==> src/rtl/sequential_magnitude_comparator_pkg.sv <==
// Shared defaults, state and result encodings for the sequential magnitude comparator.
package sequential_magnitude_comparator_pkg;

  localparam int WIDTH_DEF   = 24;
  localparam int SLICE_DEF   = 6;
  localparam int NSLICES_DEF = WIDTH_DEF / SLICE_DEF;

  typedef enum logic {
    S_IDLE = 1'b0,
    S_RUN  = 1'b1
  } state_e;

  typedef enum logic [1:0] {
    RES_EQ = 2'd0,
    RES_GT = 2'd1,
    RES_LT = 2'd2
  } res_e;

  // Cascade bits are {gt, lt, eq}; gt wins over lt, and anything else
  // (including all-zero) reads as equal.
  function automatic res_e norm_cascade(input logic [2:0] casc);
    res_e r;
    casez (casc)
      3'b1??:  r = RES_GT;
      3'b01?:  r = RES_LT;
      default: r = RES_EQ;
    endcase
    return r;
  endfunction

endpackage

==> src/rtl/sequential_magnitude_comparator_slice_compare_cascade.sv <==
// One unsigned slice compare; an equal slice passes the incoming running result through.
module slice_compare_cascade
  import sequential_magnitude_comparator_pkg::*;
#(
  parameter int SLICE = SLICE_DEF
) (
  input  logic [SLICE-1:0] a_i,
  input  logic [SLICE-1:0] b_i,
  input  res_e             res_i,
  output res_e             res_o
);

  always_comb begin
    res_o = res_i;
    if (a_i > b_i) begin
      res_o = RES_GT;
    end else if (a_i < b_i) begin
      res_o = RES_LT;
    end
  end

endmodule

==> src/rtl/sequential_magnitude_comparator.sv <==
// Multi-cycle magnitude comparator: one SLICE-bit slice per clock, least-significant first.
// state  | meaning
// S_IDLE | waiting for start; result outputs hold the last completed compare
// S_RUN  | walking slices, running result kept in run_q
module sequential_magnitude_comparator
  import sequential_magnitude_comparator_pkg::*;
#(
  parameter int WIDTH = WIDTH_DEF,
  parameter int SLICE = SLICE_DEF
) (
  input  logic             clk,
  input  logic             rst,
  input  logic             start,
  input  logic [WIDTH-1:0] a,
  input  logic [WIDTH-1:0] b,
  input  logic             gti,
  input  logic             lti,
  input  logic             eqi,
  output logic             busy,
  output logic             done,
  output logic             gto,
  output logic             lto,
  output logic             eqo
);

  localparam int NSLICES = WIDTH / SLICE;
  localparam int IDXW    = (NSLICES > 1) ? $clog2(NSLICES) : 1;
  localparam logic [IDXW-1:0] LAST_IDX = IDXW'(NSLICES - 1);

  state_e            state_q;
  logic [IDXW-1:0]   idx_q;
  logic [WIDTH-1:0]  a_q;
  logic [WIDTH-1:0]  b_q;
  res_e              run_q;
  res_e              run_d;
  logic              busy_q;
  logic              done_q;
  logic              gto_q;
  logic              lto_q;
  logic              eqo_q;
  logic [SLICE-1:0]  a_slice;
  logic [SLICE-1:0]  b_slice;

  always_comb begin
    a_slice = a_q[idx_q*SLICE +: SLICE];
    b_slice = b_q[idx_q*SLICE +: SLICE];
  end

  slice_compare_cascade #(
    .SLICE (SLICE)
  ) u_slice (
    .a_i   (a_slice),
    .b_i   (b_slice),
    .res_i (run_q),
    .res_o (run_d)
  );

  always_ff @(posedge clk) begin
    if (rst) begin
      state_q <= S_IDLE;
      idx_q   <= '0;
      busy_q  <= 1'b0;
      done_q  <= 1'b0;
      gto_q   <= 1'b0;
      lto_q   <= 1'b0;
      eqo_q   <= 1'b1;
    end else begin
      done_q <= 1'b0;
      case (state_q)
        S_IDLE: begin
          if (start) begin
            a_q     <= a;
            b_q     <= b;
            run_q   <= norm_cascade({gti, lti, eqi});
            idx_q   <= '0;
            busy_q  <= 1'b1;
            state_q <= S_RUN;
          end
        end
        S_RUN: begin
          run_q <= run_d;
          idx_q <= idx_q + IDXW'(1);
          // Last slice: publish the result on the same edge it is computed.
          if (idx_q == LAST_IDX) begin
            idx_q   <= '0;
            busy_q  <= 1'b0;
            done_q  <= 1'b1;
            gto_q   <= (run_d == RES_GT);
            lto_q   <= (run_d == RES_LT);
            eqo_q   <= (run_d == RES_EQ);
            state_q <= S_IDLE;
          end
        end
        default: state_q <= S_IDLE;
      endcase
    end
  end

  assign busy = busy_q;
  assign done = done_q;
  assign gto  = gto_q;
  assign lto  = lto_q;
  assign eqo  = eqo_q;

endmodule
==> config.mk <==
export PLATFORM = sky130hd
export DESIGN_NAME = sequential_magnitude_comparator
export DESIGN_NICKNAME = d
export VERILOG_FILES = /design/src/rtl/sequential_magnitude_comparator_pkg.sv /design/src/rtl/sequential_magnitude_comparator_slice_compare_cascade.sv /design/src/rtl/sequential_magnitude_comparator.sv
export SDC_FILE = /design/constraint.sdc
export NUM_CORES = 1
export LEC_CHECK = 0
export CAP_MARGIN = 20
export CORE_ASPECT_RATIO = 0.8
export CORE_MARGIN = 10
export CORE_UTILIZATION = 50
export DETAILED_ROUTE_END_ITERATION = 6
export DONT_BUFFER_PORTS = 1
export PLACE_DENSITY = 0.68
export SLEW_MARGIN = 5
export SYNTH_ARGS = -nofsm -noshare
export SYNTH_HDL_FRONTEND = slang
export SYNTH_SLANG_ARGS = --single-unit
==> constraint.sdc <==
create_clock -name clk -period 9.2 [get_ports clk]
set_input_delay 0.92 -clock clk [delete_from_list [all_inputs] [get_ports clk]]
set_output_delay 0.92 -clock clk [all_outputs]
set_load 0.02 [all_outputs]
Word-level counts from Yosys, hierarchy flattened
Cells that the tools add are included.
- ROM bits: 0
- logic and storage cells: 45
- register bits: 58
- bits in latches: 0
- memories kept: 0
- input bits: 54
- bits in writable memories: 0
- $lt $le $gt $ge: 2
- shifts and indexed selects: 2
- $add $sub $neg: 1
- multipliers: 1
- eq/ne operators: 6
- multiplexer cells: 15
- reductions and logical operators: 6
- divide/modulo/power cells: 0
- bitwise gates (word level): 2
- operators by type and width (kind ; count):
    24-bit by 6-bit indexed part select with 6-bit output ; 2
    2-bit case mux with 2 select lines ; 3
    2-bit two-way mux ; 5
    6-bit > comparator ; 1
    6-bit less-than comparator ; 1
    2-bit AND reduction ; 3
    1-bit two-way mux ; 5
    2-bit by 1-bit == test with 1-bit output, second input constant ; 2
    2-bit == test, second input constant ; 2
    2-bit by 2-bit multiplier with 4-bit output, second input constant ; 1
    1-bit case mux with 2 select lines ; 2
    3-bit AND reduction ; 1
    2-bit by 1-bit adder with 2-bit output, second input constant ; 1
    2-bit zero test ; 1
    2-bit by 1-bit != test with 1-bit output, second input constant ; 1
    2-bit != test, second input constant ; 1
    1-bit NOT ; 2
    2-bit OR reduction ; 1

Logic depth before layout (Yosys ltp)
Gate-level depths: netlist (run 1).
- depth in word-level cells: 6
- depth in mapped cells: 9

By module
From an unflattened synthesis (run 1), not the netlist that was laid out.
- cells, all modules: 128
- area, all modules: 2378.5 um^2
- modules (own cells, without submodules) (module ; cells an instance ; area an instance (um^2) ; instances):
    sequential_magnitude_comparator ; 105 ; 2208.4 ; 1
    slice_compare_cascade ; 23 ; 170.2 ; 1

Worst setup path before layout (run 1)
Ideal clock, no wire load.
- path kind: input -> register
- start: in rst
- end: reg a_q[0], enable pin
- setup slack: 5.474 ns
- stages on the path: 2
- arrival: 3.267 ns
- data required time: 8.741 ns
- setup time: 0.459 ns
- cells stage by stage: clkbuf_1 > nor2b_1
- longest elaborated chain between the ends: 2
- ends and longest elaborated chain (what ; line ; text):
    start: declaration ; sequential_magnitude_comparator.sv:12 ; input logic rst,
    1-bit NOT (no source line) ; n/a ;
    3-bit AND reduction (no source line) ; n/a ;
    end signal: assignment ; sequential_magnitude_comparator.sv:72 ; a_q <= a;
    end: declaration ; sequential_magnitude_comparator.sv:32 ; logic [WIDTH-1:0] a_q;
Every way passes these cells.
A chain may end at the register's enable or synchronous reset.

Worst setup path in the final report (run 1)
- start: reg idx_q[0]
- end: reg run_q[0] (data pin)
- longest elaborated chain between the ends: 6
- ends and longest elaborated chain (what ; line ; text):
    start: declaration ; sequential_magnitude_comparator.sv:31 ; logic [IDXW-1:0] idx_q;
    start signal: assignment ; sequential_magnitude_comparator.sv:82 ; idx_q <= idx_q + IDXW'(1);
    2-bit by 2-bit multiplier with 4-bit output * ; sequential_magnitude_comparator.sv:45, sequential_magnitude_comparator.sv:46 ;
    24-bit by 6-bit indexed part select with 6-bit output (on tied branches) ; sequential_magnitude_comparator.sv:45, sequential_magnitude_comparator.sv:46 ;
    6-bit less-than comparator ; sequential_magnitude_comparator_slice_compare_cascade.sv:17 ; end else if (a_i < b_i) begin
    2-bit two-way mux ; sequential_magnitude_comparator_slice_compare_cascade.sv:17 ;
    2-bit two-way mux * ; sequential_magnitude_comparator_slice_compare_cascade.sv:15 ; if (a_i > b_i) begin
    2-bit case mux with 2 select lines * ; sequential_magnitude_comparator.sv:69 ; case (state_q)
    end signal: assignment ; sequential_magnitude_comparator.sv:74 ; run_q <= norm_cascade({gti, lti, eqi});
    end signal: assignment ; sequential_magnitude_comparator.sv:81 ; run_q <= run_d;
    end: declaration ; sequential_magnitude_comparator.sv:34 ; res_e run_q;
Every way passes the cells marked *; elsewhere a longest branch is shown, timed or not.

==> results of run 1 <==
==> kinds of logic (layout without fill, tap and decap cells) <==
kind of cell               after synthesis  in the layout  share of synthesized area (%)
AOI/OAI and AO/OA                       17             17                           5.26
adders and majority gates                7              7                           3.76
buffers and inverters                   13             25                           2.36
DFF                                     58             58                           71.2
muxes                                   12             12                           11.6
and+or+nand+nor                         23             23                           5.79
==> through the flow <==
stage | area (um^2) | hold slack (ns) | std cells
floorplan | 2330 | 0.505 | 130
global placement | 2390 | 0.525 | 185
detailed placement | 2420 | 0.545 | 186
CTS | 2600 | 0.564 | 202
global route | 2600 | 0.605 | 202
finish | 2600 | 0.569 | 202
==> final cells by class <==
type | instances | area share (%)
multi-input cells | 59 | 23.9
clock inverters | 6 | 2.21
clock buffers | 10 | 4.90
repair buffers | 1 | 1.06
well taps | 60 | 2.88
inverters | 8 | 1.15
flip-flops and latches | 58 | 63.8
==> flip-flops by register name (all words and copies together), names as in the netlist <==
| name | count |
|---|---|
| eqo | 1 |
| b_q | 24 |
| gto | 1 |
| a_q | 24 |
| run_q | 2 |
| done | 1 |
| busy | 1 |
| state_q | 1 |
| lto | 1 |
| idx_q | 2 |
==> power breakdown <==
group	internal [uW]	total [uW]	leakage (uW)	switching, uW
combinational	17.2	35.6	0.000247	18.5
sequential	298	305	0.000529	7.15
clock	122	215	0.0000874	92.8
total	437	556	0.000863	118
==> layer usage <==
layer	wire length (um)	vias to the layer above
met2	2050	53
met5	0	-
li1	-	528
met1	1580	550
met4	82	0
met3	433	11
==> cells in the final DEF (no fill, tap or decap), drive strengths merged, types with 2 or more instances in the layout <==
| master | Yosys | routed |
|---|---|---|
| edfxtp | 50 | 50 |
| mux4 | 12 | 12 |
| a21oi | 10 | 10 |
| clkbuf | 2 | 10 |
| inv | 8 | 8 |
| dfxtp | 8 | 8 |
| nor2 | 7 | 7 |
| ha | 7 | 7 |
| nand2 | 5 | 5 |
| nor2b | 3 | 3 |
| clkinv | 0 | 3 |
| nor3b | 2 | 2 |
| nor3 | 2 | 2 |
| o41ai | 2 | 2 |
| clkinvlp | 0 | 2 |
==> worst max-delay path by stage <==
stage                               start                 end  slack, ns  cells past startpoint
floorplan                             rst    a_q[0]$_DFFE_PP_       5.47                      2
global placement    idx_q[0]$_SDFFE_PP0N_  run_q[0]$_DFFE_PP_       6.30                      6
detailed placement  idx_q[0]$_SDFFE_PP0N_  run_q[0]$_DFFE_PP_       6.26                      6
CTS                 idx_q[0]$_SDFFE_PP0N_  run_q[0]$_DFFE_PP_       6.24                      6
global route        idx_q[0]$_SDFFE_PP0N_  run_q[0]$_DFFE_PP_       6.11                      6
finish              idx_q[0]$_SDFFE_PP0N_  run_q[0]$_DFFE_PP_       6.30                      6
==> results, run 1 <==
- The flow ran to the end, and the final reports show no timing, DRC or antenna violations.
- The worst setup path is launched from a flip-flop.
- The CTS clock-pin slew for the worst setup and hold paths is 0.06 ns.
- The maximum fanout along the worst path is 15.
- The library cell with the largest summed area after synthesis is sky130_fd_sc_hd__edfxtp_1.
- The maximum number of buffers from clock root to sink is 2.
- The synthesized net count is 191.
- The area enclosed by the die boundary is 7810 um^2.
- Buffers inserted to repair hold after CTS numbered 0.
- At the worst endpoint, the arrival time is 2.96 ns.
- The worst setup path is captured at a flip-flop.
- The first global-routing pass estimated 6300 um of wire.
- The row count is 22.
- The launching point of the worst reg2reg path is idx_q[0]$_SDFFE_PP0N_.
- The top-area cell type share of the netlist area is 64.4%.
- For this run, the total global-route usage over all layers was measured as 11.4%.
- The via count of the first global-routing pass is 1277.
- The busiest layer in global routing is met2.
- The share of layout cells above drive strength 1 is 22.5%.
- Static timing analysis puts the maximum clock frequency at 345 MHz.
- In this run the critical register-to-register path is captured at run_q[0]$_DFFE_PP_.
- Entering global routing, the biggest net connects 29 pins.
- The analysis attributes to cell leakage a power of 0.000863 uW.
- The number of nets at the end of the flow is 198.
- The worst pin sits at a relative slew slack of 37.0%.
- The routed design has 4140 um of wire.
- The total count of max-transition violations in the final report is 0.
- Counting every sink on the clock net gives 58.
- The height of the die is 81.1 um.
- The average cell area after synthesis is 17.9 um^2.
- The cell area that synthesis handed to floorplanning was 2330 um^2.
- Max-cap violations in this run came to 0.
- The global route total overflow is 0.
- The initial antenna violation count came to 0.
- The layout filler cell count is 364.
- The count of pins on the block boundary is 59.
- In the final layout, flip-flops and latches occupy 1660 um^2.
- The overall die width is 96.4 um.
- In this run the tool buffered the top-level ports with 0 buffer cells.
- The area of the multi-input gates is 623 um^2.
- The smallest setup slack after layout is 6.30 ns.
- The number of diodes added for antenna fixing is 0.
- The share of synthesized area occupied by flip-flops and latches is 71.2%.
- The final route contains 1142 vias.
- The number of cells on the worst reg-to-reg path is 6.
- The clock insertion delay at the later pin of the skew report is 0.33 ns.
- By count the netlist is led by 50 x sky130_fd_sc_hd__edfxtp_1, 12 x sky130_fd_sc_hd__mux4_2, 10 x sky130_fd_sc_hd__a21oi_1, 8 x sky130_fd_sc_hd__dfxtp_1, 8 x sky130_fd_sc_hd__inv_1.
- Counting flops and latches in the post-synthesis netlist gives 58.
- The number of stages on the worst hold path is 1.
- The number of buffers added by the clock tree synthesis step is 9.
- The area growth from synthesis to layout is 11.6%.
- After clock tree synthesis, the setup repair step added 0 buffers.
- Setup repair after global routing left no endpoint under its margin.
- The floorplan core area is 4540 um^2.
- The unique cell type count in the Yosys netlist is 24.
- For this block, the initial DRC count from the detailed router was 49.
- Using the TritonRoute via totals, the vias-per-cell ratio works out to 5.65.
- The most common cell in the netlist is sky130_fd_sc_hd__edfxtp_1.
- The post-synthesis cell count is 130.
- The tree is rooted in a sky130_fd_sc_hd__clkbuf_8.
- The worst min-delay path category is flip-flop to flip-flop.
- The actual transition at the worst max-transition pin is 0.943 ns.
- After detailed routing, the number of remaining DRC violations is 0.
- The count of nets left with antenna violations once routing finished came out at 0.
- The delay of the slowest cell on the worst path is 0.94 ns.
- The worst voltage drop across the vdd grid is 0.000148 V.
- The worst-case clock skew is 0.00464 ns.
- The critical path contains buffers and inverters numbering 0 combined.
- The cell family contributing the most delay on the critical path is flip-flops.
- In the global route stage, met3 resource usage came out at 7.47%.
- Routability-driven placement finished with a final weighted congestion of 0.690.
- The post-cts resize count is 0.
- The number of hold-slack violations in the final timing report is 0.
- The final setup violation count is 0.
- The total power of the final layout is 556 uW.
- The required arrival time at the worst endpoint is 9.26 ns.
- The setup TNS after final layout is 0 ns.
- The hold path endpoint is eqo$_SDFFE_PP1P_.
- The warning count from the yosys run is 0.
- The utilization after layout is 57.3%.
- For flop-to-flop paths, the worst setup slack is 6.30 ns.
- The length of the first detailed-routing pass in iterations is 4.
- The startpoint of the tightest hold check path is run_q[1]$_DFFE_PP_.
- For met1 alone, demand over resource in global routing was 11.6%.
- Once detailed placement completed, the half-perimeter wirelength came to 3080 um.
- The routed wirelength normalized by instance count is 20.5 um.
- The category of the critical setup timing path is flip-flop to flip-flop.
- The slowest library cell on the worst path is sky130_fd_sc_hd__dfxtp_1.
- The dominant synthesized flop cell is sky130_fd_sc_hd__edfxtp_1.
- Of all flip-flops after synthesis, the portion carrying an async set or reset was 0%.
- Yosys mapped a number of flops with a built-in enable equal to 50.
- The signal on the critical path passes through mux4_2 -> ha_1 -> nand4_4 -> or3_4 -> nand2_1 -> o22ai_1.
- The ratio of final minimum period to clock period is 31.5%.
- The clock tree from TritonCTS is built.
- The routed design could run at a clock period as short as 2.90 ns.
- Sorting the synthesized cells by area gives the leading types as sky130_fd_sc_hd__edfxtp_1 64%, sky130_fd_sc_hd__mux4_2 12%, sky130_fd_sc_hd__dfxtp_1 6.9%.
- The areal power density over the cells is 214 nW/um^2.
- The number of H-tree levels is 3.
- Before CTS, the worst setup slack after placement is 6.26 ns.
- For this configuration, the core starts out at a cell density of 51.3%.
- For met2 alone, demand over resource in global routing was 18.0%.
No activity file was read; power rests on OpenSTA's default activity.
==> inputs of run 2 (changes only) <==
--- a/config.mk
+++ b/config.mk
@@ -11,7 +11,7 @@
 export CORE_UTILIZATION = 50
 export DETAILED_ROUTE_END_ITERATION = 6
 export DONT_BUFFER_PORTS = 1
-export PLACE_DENSITY = 0.68
+export PLACE_DENSITY = 0.71
 export SLEW_MARGIN = 5
 export SYNTH_ARGS = -nofsm -noshare
 export SYNTH_HDL_FRONTEND = slang
==> constraint.sdc (replaced) <==
create_clock -name clk -period 2.4 [get_ports clk]
set_input_delay 0.24 -clock clk [delete_from_list [all_inputs] [get_ports clk]]
set_output_delay 0.24 -clock clk [all_outputs]
set_load 0.02 [all_outputs]
==> results, run 2 (synthesized netlist as in run 1, its figures left out) <==
- In the final layout, the share of cells above drive strength 1 is 22.1%.
- The commonest non-fill, non-tap cell in the layout is sky130_fd_sc_hd__edfxtp_1.
- The max-slew headroom at the worst pin is 63.6%.
- The total count of max-transition violations in the final report came to 0.
- The maximum number of pins on one net before global-route repair is 19.
- The final setup violation count is 0.
- The shortest period the worst path allows is 2.29 ns.
- Across all layers, the routed design uses 1365 vias.
- For this run, the post-layout net count is 252.
- During I/O placement, the number of pins put on the boundary was 59.
- At the pin with the least slew margin, the transition time is 0.545 ns.
- The number of antenna diodes in the final layout is 0.
- The register-to-register setup slack is 0.11 ns.
- Data arrives at the worst endpoint at 2.36 ns.
- Timing would allow up to 437 MHz.
- Global routing consumed, over all layers together, 14.6% of the routing resources.
- After filler insertion, the fill cell instance count of the layout stands at 304.
- Once the floorplan was initialized, standard cells occupied 51.3% of the core.
- The first routing iteration left 51 violations.
- The number of H-tree levels is 3.
- Across the run, the number of max-cap violations was 0.
- The run finished with clean final reports.
- The largest registers in the layout are a_q (24), b_q (24).
- The area growth from synthesis to final layout is 35.5%.
- The worst-case clock skew is 0.00901 ns.
- OpenSTA, run right after detailed placement, puts the worst setup slack at 0.0781 ns.
- The detail route stage leaves a number of antenna-violating nets equal to 0.
- The post-route non-filler standard cell count is 255.
- In this run the power density over the cells is 704 nW/um^2.
- In the final routed layout, each cell accounts on average for 20.0 um.
- The maximum fanout along the worst path is 10.
- The floorplan step defined a die boundary enclosing 7810 um^2.
- The length of the first detailed-routing pass in iterations is 4.
- The count of buffers added on input and output ports is 0.
- The number of buffers added by the clock tree synthesis step is 9.
- The startpoint type of the worst setup path is a flip-flop.
- The row count is 22.
- The total wirelength of the detailed-routed design is 5090 um.
- The category of the critical setup timing path is flip-flop to flip-flop.
- Across all hold checks on the routed design, the worst slack comes to 0.0187 ns.
- The ratio of final minimum period to clock period is 95.3%.
- The leakage power figure is 0.00110 uW.
- The worst hold path belongs to the class input port to flip-flop.
- The smallest setup slack after layout is 0.112 ns.
- The library cells used most frequently in the layout, excluding fill and tap cells, are 50 x sky130_fd_sc_hd__edfxtp_1, 49 x sky130_fd_sc_hd__dlygate4sd3_1, 12 x sky130_fd_sc_hd__mux4_2, 10 x sky130_fd_sc_hd__a21oi_1, 9 x sky130_fd_sc_hd__clkbuf_8.
- The number of hold-slack violations in the final timing report is 0.
- The clock root buffer master is sky130_fd_sc_hd__clkbuf_8.
- Dividing the detail-routed via count by the number of cells gives 5.35.
- The maximum number of buffers from clock root to sink is 2.
- Setup repair after global routing left no endpoint under its margin.
- The clock insertion delay at the later pin of the skew report is 0.33 ns.
- In this run, placement finished with an instance count of 191.
- The first global-routing pass estimated 8280 um of wire.
- Counting every sink on the clock net gives 58.
- Routability-driven placement finished with a final weighted congestion of 0.737.
- The type of element capturing the critical path is a flip-flop.
- Summed over all nets, the half-perimeter wirelength after detailed placement is 3170 um.
- Adding up every negative setup slack in the final design gives 0 ns.
- The core region is 4540 um^2.
- Data on the critical path is required at its endpoint by 2.47 ns.
- The overall die width is 96.4 um.
- The via count of the first global-routing pass is 1557.
- The initial antenna violation count came to 0.
- TritonCTS built the clock tree.
- The worst voltage drop across the vdd grid is 0.000470 V.
- The height of the die is 81.1 um.
- The CTS clock-pin slew for the worst setup and hold paths is 0.06 ns.
- The global route total overflow is 0.
- The remaining routing DRC violations is 0.
==> run 2: cell types whose count changed in the layout (fill, tap and decap cells not counted), sizes merged <==
| cell | previous run | this run |
|---|---|---|
| dlygate4sd3 | 0 | 49 |
| buf | 1 | 6 |
| clkinv | 3 | 5 |
| clkinvlp | 2 | 0 |
| clkbuf | 10 | 9 |
==> run 2: power breakdown <==
part	switching [uW]	internal, uW	total [uW]	leakage, uW
Sequential	18.7	1140	1160	0.000529
Combinational	99.8	133	233	0.000475
Clock	365	467	831	0.0000986
==> run 2: timing repair <==
action / 4_1_cts / 5_1_grt
buffers inserted: 0 / 0
hold endpoints to repair: 54 / 0
hold buffers: 49 / 0
gates resized for setup: 0 / 3
setup endpoints to repair: 0 / 3
==> run 2: worst max-delay path: stages (launching register included) <==
cell	delay [ns]
sky130_fd_sc_hd__dfxtp_2	0.35
sky130_fd_sc_hd__buf_12	0.14
sky130_fd_sc_hd__mux4_2	0.51
sky130_fd_sc_hd__ha_1	0.34
sky130_fd_sc_hd__nand4_4	0.15
sky130_fd_sc_hd__or3_4	0.40
sky130_fd_sc_hd__nand2_1	0.08
sky130_fd_sc_hd__o22ai_1	0.06
==> run 2: path summary, 6_finish.rpt <==
path,start,end,cells past startpoint
min,rst,gto$_SDFFE_PP0P_,1
min reg2reg,run_q[1]$_DFFE_PP_,eqo$_SDFFE_PP1P_,1
max,idx_q[0]$_SDFFE_PP0N_,run_q[0]$_DFFE_PP_,7
max reg2reg,idx_q[0]$_SDFFE_PP0N_,run_q[0]$_DFFE_PP_,7
==> run 2: per-stage QoR <==
stage                     utilization, %  total power [uW]  area (um^2)
final                               69.6              2220         3160
after floorplan                        -              1300         2350
after CTS                           69.0              2230         3130
after global placement              54.2              1330         2460
after global routing                69.6              2310         3160
after detailed placement            54.2              1340         2460
==> run 2: routing by layer <==
layer	global-route usage [%]	up-vias	wire [um]
met5	0	-	0
met4	6.67	0	128
met3	8.48	13	453
met2	24.0	49	2660
met1	14.9	670	1860
li1	-	633	-
==> run 2: cell type report <==
type	count	area [um^2]	area share, %
clock inverters	6	58.8	1.86
well taps	60	75.1	2.38
clock buffers	9	124	3.92
flip-flops and latches	58	1660	52.6
inverters	8	30.0	0.950
repair buffers	55	548	17.3
multi-input cells	59	661	20.9
==> inputs of run 3 (changes only) <==
--- a/config.mk
+++ b/config.mk
@@ -11,7 +11,7 @@
 export CORE_UTILIZATION = 50
 export DETAILED_ROUTE_END_ITERATION = 6
 export DONT_BUFFER_PORTS = 1
-export PLACE_DENSITY = 0.71
+export PLACE_DENSITY = 0.68
 export SLEW_MARGIN = 5
 export SYNTH_ARGS = -nofsm -noshare
 export SYNTH_HDL_FRONTEND = slang
==> constraint.sdc (replaced) <==
create_clock -name clk -period 2.8 [get_ports clk]
set_input_delay 0.28 -clock clk [delete_from_list [all_inputs] [get_ports clk]]
set_output_delay 0.28 -clock clk [all_outputs]
set_load 0.02 [all_outputs]
==> results, run 3 (synthesized netlist as in run 1, its figures left out) <==
- The flow ran to the end, and the final reports show no timing, DRC or antenna violations.
- Along the worst path, the maximum fanout reaches 15.
- The clock network fraction of design power is 46.7%.
- TritonCTS built the clock tree.
- The arrival time of data at the critical path endpoint is 2.44 ns.
- The net switching fraction of the power is 18.5%.
- The worst hold path begins at a[3].
- The floorplan step defined a die boundary enclosing 7810 um^2.
- The sequential cell fraction of total power is 47.2%.
- The flip-flop and latch area is 1660 um^2.
- Detailed placement ended at an HPWL of 2970 um.
- The startpoint type of the worst setup path is a flip-flop.
- Counting instances, the worst hold path has a depth of 0.
- The number of vias per cell is 5.48.
- Fill cells in the final layout number 374.
- The buffer count from post-CTS setup fixing is 0.
- The setup TNS after final layout is 0 ns.
- The area growth from synthesis to final layout is 16.1%.
- The via count of the first global-routing pass was 1224.
- The post-cts resize count is 0.
- The share of layout cells above drive strength 1 is 24.5%.
- The post-detailed-placement cell area is 2430 um^2.
- In this run, the number of DRC markers left after iteration 0 of detailed routing was 73.
- The first global-routing pass estimated 6220 um of wire.
- At the end of routability-driven placement, the weighted congestion stood at 0.693.
- Counting the buffers created by CTS gives 9.
- 59 I/O pins were placed.
- For this block, the via count after detailed routing is 1135.
- The row count is 22.
- The depth of the most critical reg-to-reg path is 7.
- The maximum number of buffers from clock root to sink is 2.
- The commonest non-fill, non-tap cell in the layout is sky130_fd_sc_hd__edfxtp_1.
- The hold path endpoint is a_q[3]$_DFFE_PP_.
- The number of buffers added on ports is 0.
- Summed over all cells, the static leakage comes to 0.000925 uW.
- STA classifies the critical path endpoint as a flip-flop.
- Cell internal power was estimated by the tool at 1720 uW.
- Across the routed clock network, the largest skew measured is 0.00452 ns.
- The length of the first detailed-routing pass in iterations is 5.
- Dividing the detail-routed wire length by the instance count gives 19.9 um.
- Buffers inserted to repair hold after CTS numbered 1.
- The largest registers in the layout are a_q (24), b_q (24).
- The shortest period the worst path allows is 2.37 ns.
- The reported net switching power is 388 uW.
- Leaving out fill and tap cells, the most frequent cells in the layout are 50 x sky130_fd_sc_hd__edfxtp_1, 12 x sky130_fd_sc_hd__mux4_2, 10 x sky130_fd_sc_hd__a21oi_1, 9 x sky130_fd_sc_hd__clkbuf_8.
- The maximum number of pins on one net before global-route repair is 49.
- The worst voltage drop across the vdd grid is 0.000517 V.
- The register-to-register setup slack is 0.43 ns.
- Timing would allow up to 422 MHz.
- Summing all non-filler instances in the final layout gives an area of 2710 um^2.
- The CTS clock-pin slew for the worst setup and hold paths is 0.06 ns.
- The die is 81.1 um tall.
- The tightest hold path in the finished design has a slack of 0.0431 ns.
- In this run the tightest slew margin relative to its limit is 61.0%.
- The number of hold-slack violations in the final timing report is 0.
- The overall die width is 96.4 um.
- The number of nets at the end of the flow is 203.
- The tree built by TritonCTS fans out to 58 sinks.
- The ratio of final minimum period to clock period is 84.6%.
- The global router's overall resource usage is 11.3%.
- The initial antenna violation count was 0.
- The floorplan core area is 4540 um^2.
- STA puts the critical path data required time at 2.87 ns.
- The clock root buffer master is sky130_fd_sc_hd__clkbuf_8.
- In the final layout, the multi-input gates occupy 623 um^2.
- In the routed design, unresolved DRC markers number 0.
- The path class of the tightest hold or removal check is input port to flip-flop.
- The repair_antennas step left the layout with diodes totalling 0.
- For the worst-skew pair, the clock arrives at the later sink with an insertion delay of 0.33 ns.
- The launching point of the worst reg2reg path is idx_q[0]$_SDFFE_PP0N_.
- The total overflow left after global routing is 0.
- The H-tree was split into 3 levels.
- Across the run, the number of max-cap violations was 0.
- The total wirelength of the detailed-routed design is 4130 um.
- For the pin with the worst max-slew slack, the measured transition is 0.584 ns.
- In this run the critical register-to-register path is captured at run_q[0]$_DFFE_PP_.
- The category of the critical setup timing path is flip-flop to flip-flop.
- Setup repair after global routing left no endpoint under its margin.
- The logic gate share of total power is 6.1%.
- Setup violations remaining at the end of the flow were counted as 0.
- For this design the ratio of total power to cell area is 776 nW/um^2.
- For this configuration, the core starts out at a cell density of 51.3%.
- Once detail routing completed, the nets flagged for antenna violations numbered 0.
- The total count of max-transition violations in the final report was 0.
run 3: cell types whose count changed in the layout (fill, tap and decap cells not counted), sizes merged:
cell and change:
dlygate4sd3 -47, bufinv +3, clkinv -3, buf -2, clkbuf +1
run 3: power by group through the flow:
| stage | clock, uW | combinational, uW | sequential [uW] |
|---|---|---|---|
| 2_1_floorplan | 0 | 105 | 1010 |
| 3_3_place_gp | 0 | 124 | 1010 |
| 3_5_place_dp | 0 | 127 | 1010 |
| 4_1_cts | 1000 | 130 | 994 |
| 5_1_grt | 1040 | 143 | 996 |
| 6_report | 982 | 128 | 993 |
run 3: worst max-delay path, stage by stage (launching register included):
cell and delay [ns]:
sky130_fd_sc_hd__dfxtp_1 0.35, sky130_fd_sc_hd__buf_12 0.18, sky130_fd_sc_hd__mux4_2 0.52, sky130_fd_sc_hd__ha_1 0.38
sky130_fd_sc_hd__nand4_4 0.14, sky130_fd_sc_hd__or3_4 0.40, sky130_fd_sc_hd__nand2_1 0.08, sky130_fd_sc_hd__o22ai_1 0.06
run 3: worst max-delay path by stage:
stage                                     start                  to  slack, ns  cells past startpoint
after floorplan           idx_q[0]$_SDFFE_PP0N_  run_q[0]$_DFFE_PP_       0.35                      8
after global placement    idx_q[0]$_SDFFE_PP0N_  run_q[0]$_DFFE_PP_       0.45                      7
after detailed placement  idx_q[0]$_SDFFE_PP0N_  run_q[0]$_DFFE_PP_       0.43                      7
after CTS                 idx_q[0]$_SDFFE_PP0N_    gto$_SDFFE_PP0P_       0.40                      6
after global routing      idx_q[0]$_SDFFE_PP0N_    gto$_SDFFE_PP0P_       0.29                      6
final                     idx_q[0]$_SDFFE_PP0N_  run_q[0]$_DFFE_PP_       0.43                      7
run 3: layer usage:
| metal | GRT usage [%] | wire, um |
|---|---|---|
| met5 | 0 | 0 |
| met4 | 3.91 | 60 |
| met3 | 9.03 | 450 |
| met2 | 17.2 | 1970 |
| met1 | 11.5 | 1640 |
run 3: final cells by class:
cell class | count | area share [%]
clock buffers | 10 | 4.71
clock inverters | 6 | 4.76
inverters | 8 | 1.11
multi-input cells | 59 | 23.0
flip-flops and latches | 58 | 61.3
well taps | 60 | 2.77
repair buffers | 6 | 2.31
run 3: metrics by stage:
step | worst slack [ns] | total power (uW) | std cells | util [%]
5_1_grt | 0.289 | 2180 | 207 | 59.6
4_1_cts | 0.397 | 2130 | 206 | 59.4
6_report | 0.431 | 2100 | 207 | 59.6
2_1_floorplan | 0.348 | 1110 | 130 | -
3_5_place_dp | 0.425 | 1140 | 189 | 53.6
3_3_place_gp | 0.453 | 1130 | 189 | 53.6
